===== src/rtl/dcache_ctrl.sv =====
// Direct-mapped, write-through, no-write-allocate data cache controller.
// One access in flight; load hits finish combinationally, misses fill a 64-bit block.
//
// state     | meaning
// IDLE      | accept a new access; load hit completes here
// MISS_REQ  | issue block read, retry until memory accepts
// MISS_WAIT | wait for the accepted tag, fill line and finish
// ST_REQ    | issue write-through store, retry until accepted
module dcache_ctrl #(
   parameter int NUM_LINES = 32,
   parameter int XLEN      = 32
) (
   input  logic            clock,
   input  logic            reset,
   input  logic [1:0]      proc2Dcache_command,
   input  logic [XLEN-1:0] proc2Dcache_addr,
   input  logic [1:0]      proc2Dcache_size,
   input  logic [XLEN-1:0] proc2Dcache_data,
   output logic [XLEN-1:0] Dcache2proc_data,
   output logic            Dcache2proc_finish,
   output logic [1:0]      proc2mem_command,
   output logic [XLEN-1:0] proc2mem_addr,
   output logic [63:0]     proc2mem_data,
   output logic [1:0]      proc2mem_size,
   input  logic [3:0]      mem2proc_response,
   input  logic [63:0]     mem2proc_data,
   input  logic [3:0]      mem2proc_tag
);
   localparam int IDX_W = $clog2(NUM_LINES);
   localparam int TAG_W = XLEN - 3 - IDX_W;

   localparam logic [1:0] BUS_NONE  = 2'd0;
   localparam logic [1:0] BUS_LOAD  = 2'd1;
   localparam logic [1:0] BUS_STORE = 2'd2;

   localparam logic [1:0] SZ_BYTE   = 2'd0;
   localparam logic [1:0] SZ_HALF   = 2'd1;
   localparam logic [1:0] SZ_DOUBLE = 2'd3;

   localparam logic [1:0] IDLE      = 2'd0;
   localparam logic [1:0] MISS_REQ  = 2'd1;
   localparam logic [1:0] MISS_WAIT = 2'd2;
   localparam logic [1:0] ST_REQ    = 2'd3;

   logic [1:0]           state_q, state_d;
   logic [3:0]           mem_tag_q, mem_tag_d;
   logic [NUM_LINES-1:0] valid_q, valid_d;
   logic [TAG_W-1:0]     line_tag_q  [NUM_LINES];
   logic [TAG_W-1:0]     line_tag_d  [NUM_LINES];
   logic [63:0]          line_data_q [NUM_LINES];
   logic [63:0]          line_data_d [NUM_LINES];

   logic [2:0]       addr_off;
   logic [IDX_W-1:0] addr_idx;
   logic [TAG_W-1:0] addr_tag;
   logic             hit;

   assign addr_off = proc2Dcache_addr[2:0];
   assign addr_idx = proc2Dcache_addr[3+IDX_W-1:3];
   assign addr_tag = proc2Dcache_addr[XLEN-1:3+IDX_W];
   assign hit      = valid_q[addr_idx] && (line_tag_q[addr_idx] == addr_tag);

   function automatic logic [31:0] extract(input logic [63:0] blk, input logic [2:0] off,
                                           input logic [1:0] size);
      logic [63:0] sh;
      sh = blk >> {off, 3'b000};
      case (size)
         SZ_BYTE: extract = {24'b0, sh[7:0]};
         SZ_HALF: extract = {16'b0, sh[15:0]};
         default: extract = sh[31:0];
      endcase
   endfunction

   function automatic logic [63:0] merge(input logic [63:0] old, input logic [31:0] wr,
                                         input logic [2:0] off, input logic [1:0] size);
      logic [63:0] mask;
      logic [63:0] wd;
      case (size)
         SZ_BYTE: mask = 64'h0000_0000_0000_00FF;
         SZ_HALF: mask = 64'h0000_0000_0000_FFFF;
         default: mask = 64'h0000_0000_FFFF_FFFF;
      endcase
      mask  = mask << {off, 3'b000};
      wd    = {32'b0, wr} << {off, 3'b000};
      merge = (old & ~mask) | (wd & mask);
   endfunction

   always_comb begin
      state_d            = state_q;
      mem_tag_d          = mem_tag_q;
      valid_d            = valid_q;
      line_tag_d         = line_tag_q;
      line_data_d        = line_data_q;
      Dcache2proc_data   = '0;
      Dcache2proc_finish = 1'b0;
      proc2mem_command   = BUS_NONE;
      proc2mem_addr      = '0;
      proc2mem_data      = '0;
      proc2mem_size      = SZ_BYTE;
      case (state_q)
         IDLE: begin
            if (proc2Dcache_command == BUS_LOAD) begin
               if (hit) begin
                  Dcache2proc_finish = 1'b1;
                  Dcache2proc_data   = extract(line_data_q[addr_idx], addr_off, proc2Dcache_size);
               end else begin
                  state_d = MISS_REQ;
               end
            end else if (proc2Dcache_command == BUS_STORE) begin
               state_d = ST_REQ;
            end
         end
         MISS_REQ: begin
            proc2mem_command = BUS_LOAD;
            proc2mem_addr    = {proc2Dcache_addr[XLEN-1:3], 3'b000};
            proc2mem_size    = SZ_DOUBLE;
            if (mem2proc_response != 4'd0) begin
               mem_tag_d = mem2proc_response;
               state_d   = MISS_WAIT;
            end
         end
         MISS_WAIT: begin
            if ((mem2proc_tag != 4'd0) && (mem2proc_tag == mem_tag_q)) begin
               valid_d[addr_idx]     = 1'b1;
               line_tag_d[addr_idx]  = addr_tag;
               line_data_d[addr_idx] = mem2proc_data;
               Dcache2proc_finish    = 1'b1;
               Dcache2proc_data      = extract(mem2proc_data, addr_off, proc2Dcache_size);
               state_d               = IDLE;
            end
         end
         default: begin
            proc2mem_command = BUS_STORE;
            proc2mem_addr    = proc2Dcache_addr;
            proc2mem_size    = proc2Dcache_size;
            proc2mem_data    = {32'b0, proc2Dcache_data};
            if (mem2proc_response != 4'd0) begin
               Dcache2proc_finish = 1'b1;
               if (hit)
                  line_data_d[addr_idx] = merge(line_data_q[addr_idx], proc2Dcache_data,
                                                addr_off, proc2Dcache_size);
               state_d = IDLE;
            end
         end
      endcase
      // Reset abandons any access in flight: no finish or bus activity in that cycle.
      if (reset) begin
         Dcache2proc_data   = '0;
         Dcache2proc_finish = 1'b0;
         proc2mem_command   = BUS_NONE;
         proc2mem_addr      = '0;
         proc2mem_data      = '0;
         proc2mem_size      = SZ_BYTE;
      end
   end

   always_ff @(posedge clock) begin
      if (reset) begin
         state_q   <= IDLE;
         mem_tag_q <= 4'd0;
         valid_q   <= '0;
      end else begin
         state_q     <= state_d;
         mem_tag_q   <= mem_tag_d;
         valid_q     <= valid_d;
         line_tag_q  <= line_tag_d;
         line_data_q <= line_data_d;
      end
   end
endmodule


===== config.mk =====
export PLATFORM = sky130hd
export DESIGN_NAME = dcache_ctrl
export DESIGN_NICKNAME = d
export VERILOG_FILES = /design/src/rtl/dcache_ctrl.sv
export SDC_FILE = /design/constraint.sdc
export NUM_CORES = 2
export LEC_CHECK = 0
export CAP_MARGIN = 30
export CORE_AREA = 2 2 666 469
export CTS_BUF_LIST = sky130_fd_sc_hd__clkbuf_4 sky130_fd_sc_hd__clkbuf_8 sky130_fd_sc_hd__clkbuf_16
export CTS_CLUSTER_SIZE = 8
export DETAILED_ROUTE_END_ITERATION = 10
export DIE_AREA = 0 0 668 471
export PLACE_DENSITY_LB_ADDON = 0.12
export SYNTH_ARGS = -nofsm -noshare
export SYNTH_HDL_FRONTEND = slang
export SYNTH_SLANG_ARGS = --single-unit

===== constraint.sdc =====
create_clock -name clock -period 18.6 [get_ports clock]
set_input_delay 5.58 -clock clock [delete_from_list [all_inputs] [get_ports clock]]
set_output_delay 5.58 -clock clock [all_outputs]
set_load 0.005 [all_outputs]

Word level (Yosys, flattened, before mapping)
Index checks and enable logic that the tools add are counted.
{ "op_classes": {"order_cmp": 4, "n_eq_ne": 11, "shift": 4, "mux": 53, "bitwise_logic": 8, "reduce_logical": 19} }
{ "ops": {"columns": ["cell", "count"], "rows": [
  ["$mux W2048", 3],
  ["$bwmux W2048", 2],
  ["$pmux W2048 S2", 1],
  ["$bwmux W768", 1],
  ["$mux W64", 7],
  ["$bmux W64 S5", 1],
  ["$demux W64 S5", 1],
  ["$pmux W32 S2", 5],
  ["$mux W32", 6],
  ["$and A64 B64 Y64", 2],
  ["$shr A64 B6 Y32", 2],
  ["$bmux W24 S5", 1],
  ["$demux W24 S5", 1],
  ["$mux W24", 3],
  ["$not A64 Y64", 1],
  ["$or A64 B64 Y64", 1],
  ["$shl A32 B6 Y64", 1],
  ["$shl A64 B6 Y64", 1],
  ["$or A32 B32 Y32", 1],
  ["$eq A24 B24 Y1", 1],
  ["$mux W2", 8],
  ["$reduce_and A5 Y1", 2],
  ["$pmux W2 S2", 2],
  ["$reduce_bool A4 Y1", 2],
  ["other kinds (24)", 43]
]} }
{ "totals": {"register_bits": 2854, "input_bits": 142, "out_inout_bits": 133, "word_cells": 166} }

Depth between registers and ports, before layout
{ "depth": {"depth_word": 17, "mapped_depth": 16, "ltp_nobuf": 9} }

Worst setup path before layout
Ideal clock, no wire load.
{ "synth_path": {"path_type": "input to output", "start": "input port proc2Dcache_addr[3]", "end": "output port Dcache2proc_data[2]", "t_arrival_ns": 8.703, "required_time_ns": 13.020, "slack_ns": 4.317, "cell_stages": 14, "n_path_buf": 6, "path_cell_list": "buf_4 > buf_6 > buf_2 > clkbuf_1 > buf_2 > buf_2 > mux4_2 > a22oi_1 > nand4_1 > mux2i_1 > inv_1 > mux4_2 > nand2_1 > o21ai_0"} }
{ "synth_between": {"elab_chain_len": 10, "word_cells_on_any_way": 17, "classes_between": "1 x eq/ne; 1 x shift; 13 x mux; 1 x bitwise; 1 x reduce/logical"} }
{ "synth_rtl": {"columns": ["element", "line_no", "source"], "rows": [
  ["from (decl)", "16", "input logic [XLEN-1:0] proc2Dcache_addr,"],
  ["$not A5 Y6 (not written as such)", "61, 105", null],
  ["$bmux W64 S5 / $bmux W24 S5 (equally long branches)", "105, 61", null],
  ["$mux W64 (not written as such) / $mux W24 (equally long branches) (2 in a row)", "105, 61", null],
  ["$shr A64 B6 Y32 / $eq A24 B24 Y1 (equally long branches)", "66, 61", null],
  ["$pmux W32 S2 / $logic_and A1 B1 Y1 (equally long branches)", "67, 61", null],
  ["$mux W32 (*)", "103", "if (hit) begin"],
  ["$mux W32 (*)", "102", "if (proc2Dcache_command == BUS_LOAD) begin"],
  ["$pmux W32 S2 (*)", "100", "case (state_q)"],
  ["$mux W32 (*)", "147", "if (reset) begin"],
  ["to (decl)", "19", "output logic [XLEN-1:0] Dcache2proc_data,"]
]} }
Mark *: on every way between the ends. The rest lies on a longest branch, timed or not. The select of a mux whose other input is x is not followed.

Final worst setup path
{ "layout_path": {"start": "input port proc2Dcache_addr[7]", "end": "output port Dcache2proc_data[27]"} }
Same word-level chain as after synthesis.

==> results.txt <==
- Setup total negative slack on the finished layout was measured at 0 ns.
- Top-level port count: 275
- For this run, the register share of the synthesized area comes to 0.694.
- The first detailed-routing pass took 6 iterations.
* Worst Skew: between 0.07 and 0.08 ns
- STA puts the critical path data arrival time at between 10 and 15 ns.
- Maximum level of the CTS H-tree: 5
- Clock period minus worst slack: between 15 and 20 ns
* Ratio of final minimum period to clock period: 0.940
- Counting every sink on the clock net gives 2,854.
- Counting the fill cells in the layout gives between 20,000 and 30,000.
- In the routed layout, each cell is associated on average with a via count of 6.31.
- Pin count of the biggest net entering global routing: 103
* Core Box Area: between 0.3 and 0.4 mm²
- Number of global-route vias before repair: 76,500
- The min-delay analysis places its worst path in the category reg2reg.
- Aggregate global routing overflow: 0
* Power density of the placed cells: ~100 mW/mm²
- Relative to the synthesized area, the layout overhead comes to 15.7%.
- Setup repair after global routing left no endpoint under its margin.
- Clock tree synthesis inserted a total of roughly 400 buffers.
- Hold-fix buffer count after cts: 0
- Delay of the slowest cell on the worst path: around 1.1 ns
- CTS max path bufs: 4
* Count of mapped cells out of synthesis: 8,289
- STA puts the critical path data required time at 13.02 ns.
* CTS tree: done
- The first global-routing pass estimated 647,000 µm of wire.
- Kind of cell with the highest combined delay on the critical path: simple AND/OR/NAND/NOR gates
- Chip width: about 670 µm
- Count of input and output buffers: 242
- The largest individual stage delay along the critical path comes from the cell sky130_fd_sc_hd__or4b_1.
- Dominant register cell in the synthesized netlist: sky130_fd_sc_hd__edfxtp_1
* Height of the die: 471 µm
* Total number of vias: 80,300
* Number of warnings issued by yosys: 0
- Leakage power of the design: 49.1 nW
* Starting density of the core: 0.399
- Final layout net count: 8,636
* Netlist Area Pre-Place: between 0.1 and 0.15 mm²
* Area of all sequential standard cells: between 0.08 and 0.09 mm²
* Remaining design rule violation count: 0
* Worst-margin pin slew: approximately 1.2 ns
- Of the cells placed in the final design, the portion with a size suffix greater than 1 is 0.188.
* Worst path buffer plus inverter count: 3
- Count of final max-slew check failures: 0
- Worst path cell trace: clkdlybuf4s50_1 > or4b_1 > buf_4 > o22ai_1 > nor4_1 > and3_1 > nor4_1 > nand4_1 > nor4_4 > nand2_1 > o22ai_1 > clkdlybuf4s50_1
* Total global routing track utilization: 0.299
- Setup violations remaining at the end of the flow were counted as 0.
* DRT antenna net count: 0
* Slew HR: 0.211
- After detailed placement, the design holds a cell count of 12,200.
* Initial antenna violation count: 16
- STA classifies the critical path endpoint as a primary output.
- Number of synthesized register bits: about 2,900
* Maximum clock frequency: 0.0572 GHz
- Multi-input combinational cell area: 0.0352 mm²
- Routability-driven placement finished with a final weighted congestion of 0.977.
- The cell sitting at the root of the clock tree is a sky130_fd_sc_hd__clkbuf_16.
- Of all flip-flops after synthesis, the portion carrying an async set or reset was 0.
- The worst setup path is launched from an input port.
- The run finished with clean final reports.
- Endpoints failing hold: 0
- Post-detail-place hpwl: 274,000 µm
- Each instance of the synthesized netlist takes up on average about 15 µm².
- Library cells used by synthesis: just under 70
- The completed layout was analyzed and its total power is about 15 mW.
- Across the VDD grid, the largest voltage drop is 68.3 µV.
- The synthesized design contains 2,816 enable-type register cells.
* Initial DRC Count: 13,800
- Later-pin clock latency in the skew report: 0.94 ns
* Worst-path clk slew: 0.05 ns
* Startpoint-to-endpoint class of the critical path: in2out
* Post-Layout Cell Count: 12,700
- Of all nets on the critical path, the largest fanout is 16.
- Post CTS Setup Buffer Count: 0
- Mean routed wirelength per cell: 37.6 µm
* Site Rows: approximately 170
- Max-cap check violation count: 0
* Total length of routed wires: between 400,000 and 500,000 µm
- After clock tree synthesis, the repair step resized 0 gates.
- The die covers 0.315 mm².
layout make-up:
class,count,area share
diodes,8,0.000141
clock buffers,448,0.0734
clock inverters,20,0.00241
inverters,48,0.00128
multi-input cells,4602,0.247
flip-flops and latches,2854,0.600
well taps,4152,0.0365
repair buffers,588,0.0390
kinds of logic (layout without fill, tap and decap cells):
kind of cell | count (synthesis) | after routing | share of synthesized area
AND/OR/NAND/NOR | 2682 | 2682 | 0.0898
other | 1 | 40 | 0.0000305
AO/OA/AOI/OAI | 842 | 842 | 0.0447
adder cells (fa/ha/maj) | 1 | 1 | 0.000102
flip-flops | 2854 | 2854 | 0.694
XOR/XNOR | 8 | 8 | 0.000570
buffers and inverters | 864 | 1104 | 0.0297
multiplexers | 1037 | 1037 | 0.141
path summary, 6_finish.rpt:
kind	startpoint	endpoint	slack (ns)	depth (start not counted)
worst max-delay path	proc2Dcache_addr[7]	Dcache2proc_data[27]	1.12	12
worst min-delay path	valid_q[23]$_SDFFE_PP0P_	valid_q[23]$_SDFFE_PP0P_	0.47	2
worst max register to register	line_tag_q[512]$_DFFE_PP_	line_data_q[1455]$_DFFE_PP_	11.51	13
worst min register to register	valid_q[23]$_SDFFE_PP0P_	valid_q[23]$_SDFFE_PP0P_	0.47	2
power by group:
part	leakage [nW]	switching, mW	internal [mW]	total (mW)
logic	16.4	0.957	0.352	1.31
registers	27.3	0.00176	7.02	7.02
clock network	5.34	2.65	3.91	6.56
cells in the mapped netlist, types with 7 or more instances:
master / instances / share of area
sky130_fd_sc_hd__a211oi_1: 55 / 0.0034
sky130_fd_sc_hd__a21oi_1: 141 / 0.0057
sky130_fd_sc_hd__a22oi_1: 245 / 0.015
sky130_fd_sc_hd__and2_1: 32 / 0.0016
sky130_fd_sc_hd__and3_1: 41 / 0.0021
sky130_fd_sc_hd__and4_1: 15 / 0.0011
sky130_fd_sc_hd__buf_1: 66 / 0.0020
sky130_fd_sc_hd__buf_2: 101 / 0.0041
sky130_fd_sc_hd__buf_4: 49 / 0.0030
sky130_fd_sc_hd__buf_6: 13 / 0.0012
sky130_fd_sc_hd__clkbuf_1: 587 / 0.018
sky130_fd_sc_hd__dfxtp_1: 38 / 0.0062
sky130_fd_sc_hd__edfxtp_1: 2816 / 0.69
sky130_fd_sc_hd__inv_1: 47 / 0.0014
sky130_fd_sc_hd__mux2_2: 24 / 0.0022
sky130_fd_sc_hd__mux2i_1: 455 / 0.037
sky130_fd_sc_hd__mux4_2: 558 / 0.10
sky130_fd_sc_hd__nand2_1: 132 / 0.0040
sky130_fd_sc_hd__nand2b_1: 7 / 0.00036
sky130_fd_sc_hd__nand3_1: 13 / 0.00053
sky130_fd_sc_hd__nand4_1: 49 / 0.0025
sky130_fd_sc_hd__nor2_1: 2243 / 0.068
sky130_fd_sc_hd__nor2_4: 9 / 0.00082
sky130_fd_sc_hd__nor2b_1: 16 / 0.00081
sky130_fd_sc_hd__nor3_1: 8 / 0.00033
sky130_fd_sc_hd__nor3b_1: 14 / 0.00085
sky130_fd_sc_hd__nor4_1: 57 / 0.0029
sky130_fd_sc_hd__o211ai_1: 8 / 0.00049
sky130_fd_sc_hd__o21a_1: 10 / 0.00061
sky130_fd_sc_hd__o21ai_0: 52 / 0.0021
sky130_fd_sc_hd__o21ai_1: 23 / 0.00094
sky130_fd_sc_hd__o22ai_1: 274 / 0.014
sky130_fd_sc_hd__or4_1: 8 / 0.00049
sky130_fd_sc_hd__xor2_1: 8 / 0.00057
state kept, by name (all words and copies together), names as in the netlist:
| signal | count |
|---|---|
| line_data_q | 2048 |
| line_tag_q | 768 |
| valid_q | 32 |
| mem_tag_q | 4 |
| state_q | 2 |
worst register-to-register path: stages, from the launching register on:
cell	delay (ns)
sky130_fd_sc_hd__edfxtp_1	0.35
sky130_fd_sc_hd__mux2i_1	0.32
sky130_fd_sc_hd__o22ai_1	0.14
sky130_fd_sc_hd__nor4_1	0.38
sky130_fd_sc_hd__a21oi_1	0.16
sky130_fd_sc_hd__nor4_1	0.60
sky130_fd_sc_hd__nand4_1	0.51
sky130_fd_sc_hd__or4_1	0.72
sky130_fd_sc_hd__o31a_2	0.37
sky130_fd_sc_hd__buf_4	0.26
sky130_fd_sc_hd__buf_4	0.47
sky130_fd_sc_hd__nor2_4	0.86
sky130_fd_sc_hd__buf_4	0.85
sky130_fd_sc_hd__buf_4	0.73
cells in the final DEF (no fill, tap or decap), types with 8 or more instances in the layout:
cell,n
sky130_fd_sc_hd__nor2_4,64
sky130_fd_sc_hd__nor2b_1,14
sky130_fd_sc_hd__diode_2,8
sky130_fd_sc_hd__or4_1,8
sky130_fd_sc_hd__buf_12,25
sky130_fd_sc_hd__mux2i_1,455
sky130_fd_sc_hd__a211oi_1,55
sky130_fd_sc_hd__clkbuf_4,44
sky130_fd_sc_hd__inv_1,46
sky130_fd_sc_hd__o211ai_1,8
sky130_fd_sc_hd__o22ai_1,274
sky130_fd_sc_hd__clkdlybuf4s50_1,236
sky130_fd_sc_hd__xor2_1,8
sky130_fd_sc_hd__nand3_1,13
sky130_fd_sc_hd__and4_1,15
sky130_fd_sc_hd__nand4_1,49
sky130_fd_sc_hd__nor4_1,53
sky130_fd_sc_hd__and2_1,32
sky130_fd_sc_hd__nand2_1,100
sky130_fd_sc_hd__clkbuf_16,404
sky130_fd_sc_hd__nand2_4,32
sky130_fd_sc_hd__buf_16,10
sky130_fd_sc_hd__a22oi_1,245
sky130_fd_sc_hd__buf_4,310
sky130_fd_sc_hd__nor3b_1,11
sky130_fd_sc_hd__mux2_2,24
sky130_fd_sc_hd__a21oi_1,97
sky130_fd_sc_hd__a21oi_2,40
sky130_fd_sc_hd__mux4_2,558
sky130_fd_sc_hd__o21ai_0,51
sky130_fd_sc_hd__dfxtp_1,37
sky130_fd_sc_hd__o21ai_2,18
sky130_fd_sc_hd__conb_1,32
sky130_fd_sc_hd__edfxtp_1,2816
sky130_fd_sc_hd__and3_1,40
sky130_fd_sc_hd__nor2_1,2189
sky130_fd_sc_hd__o21a_1,10
layer usage:
layer  wire (µm)  up-vias  track usage  part of all wire
met3       56500      840       0.0642              0.12
met2      205000     5662        0.429              0.43
met5          30        -            0          0.000063
li1            -    31600            -                 -
met4       19500        4        0.104             0.041
met1      197000    42200        0.447              0.41
per-stage QoR:
| stage | hold WS (ns) | area, µm² | util | worst slack, ns |
|---|---|---|---|---|
| after floorplan | 0.449 | 123000 | - | 4.32 |
| after global placement | 0.455 | 131000 | 0.425 | 1.48 |
| after detailed placement | 0.462 | 131000 | 0.426 | 1.38 |
| after CTS | 0.470 | 142000 | 0.461 | 1.36 |
| after global routing | 0.484 | 142000 | 0.461 | 1.11 |
| final | 0.471 | 142000 | 0.461 | 1.12 |
(Power assumes the default switching activity.)
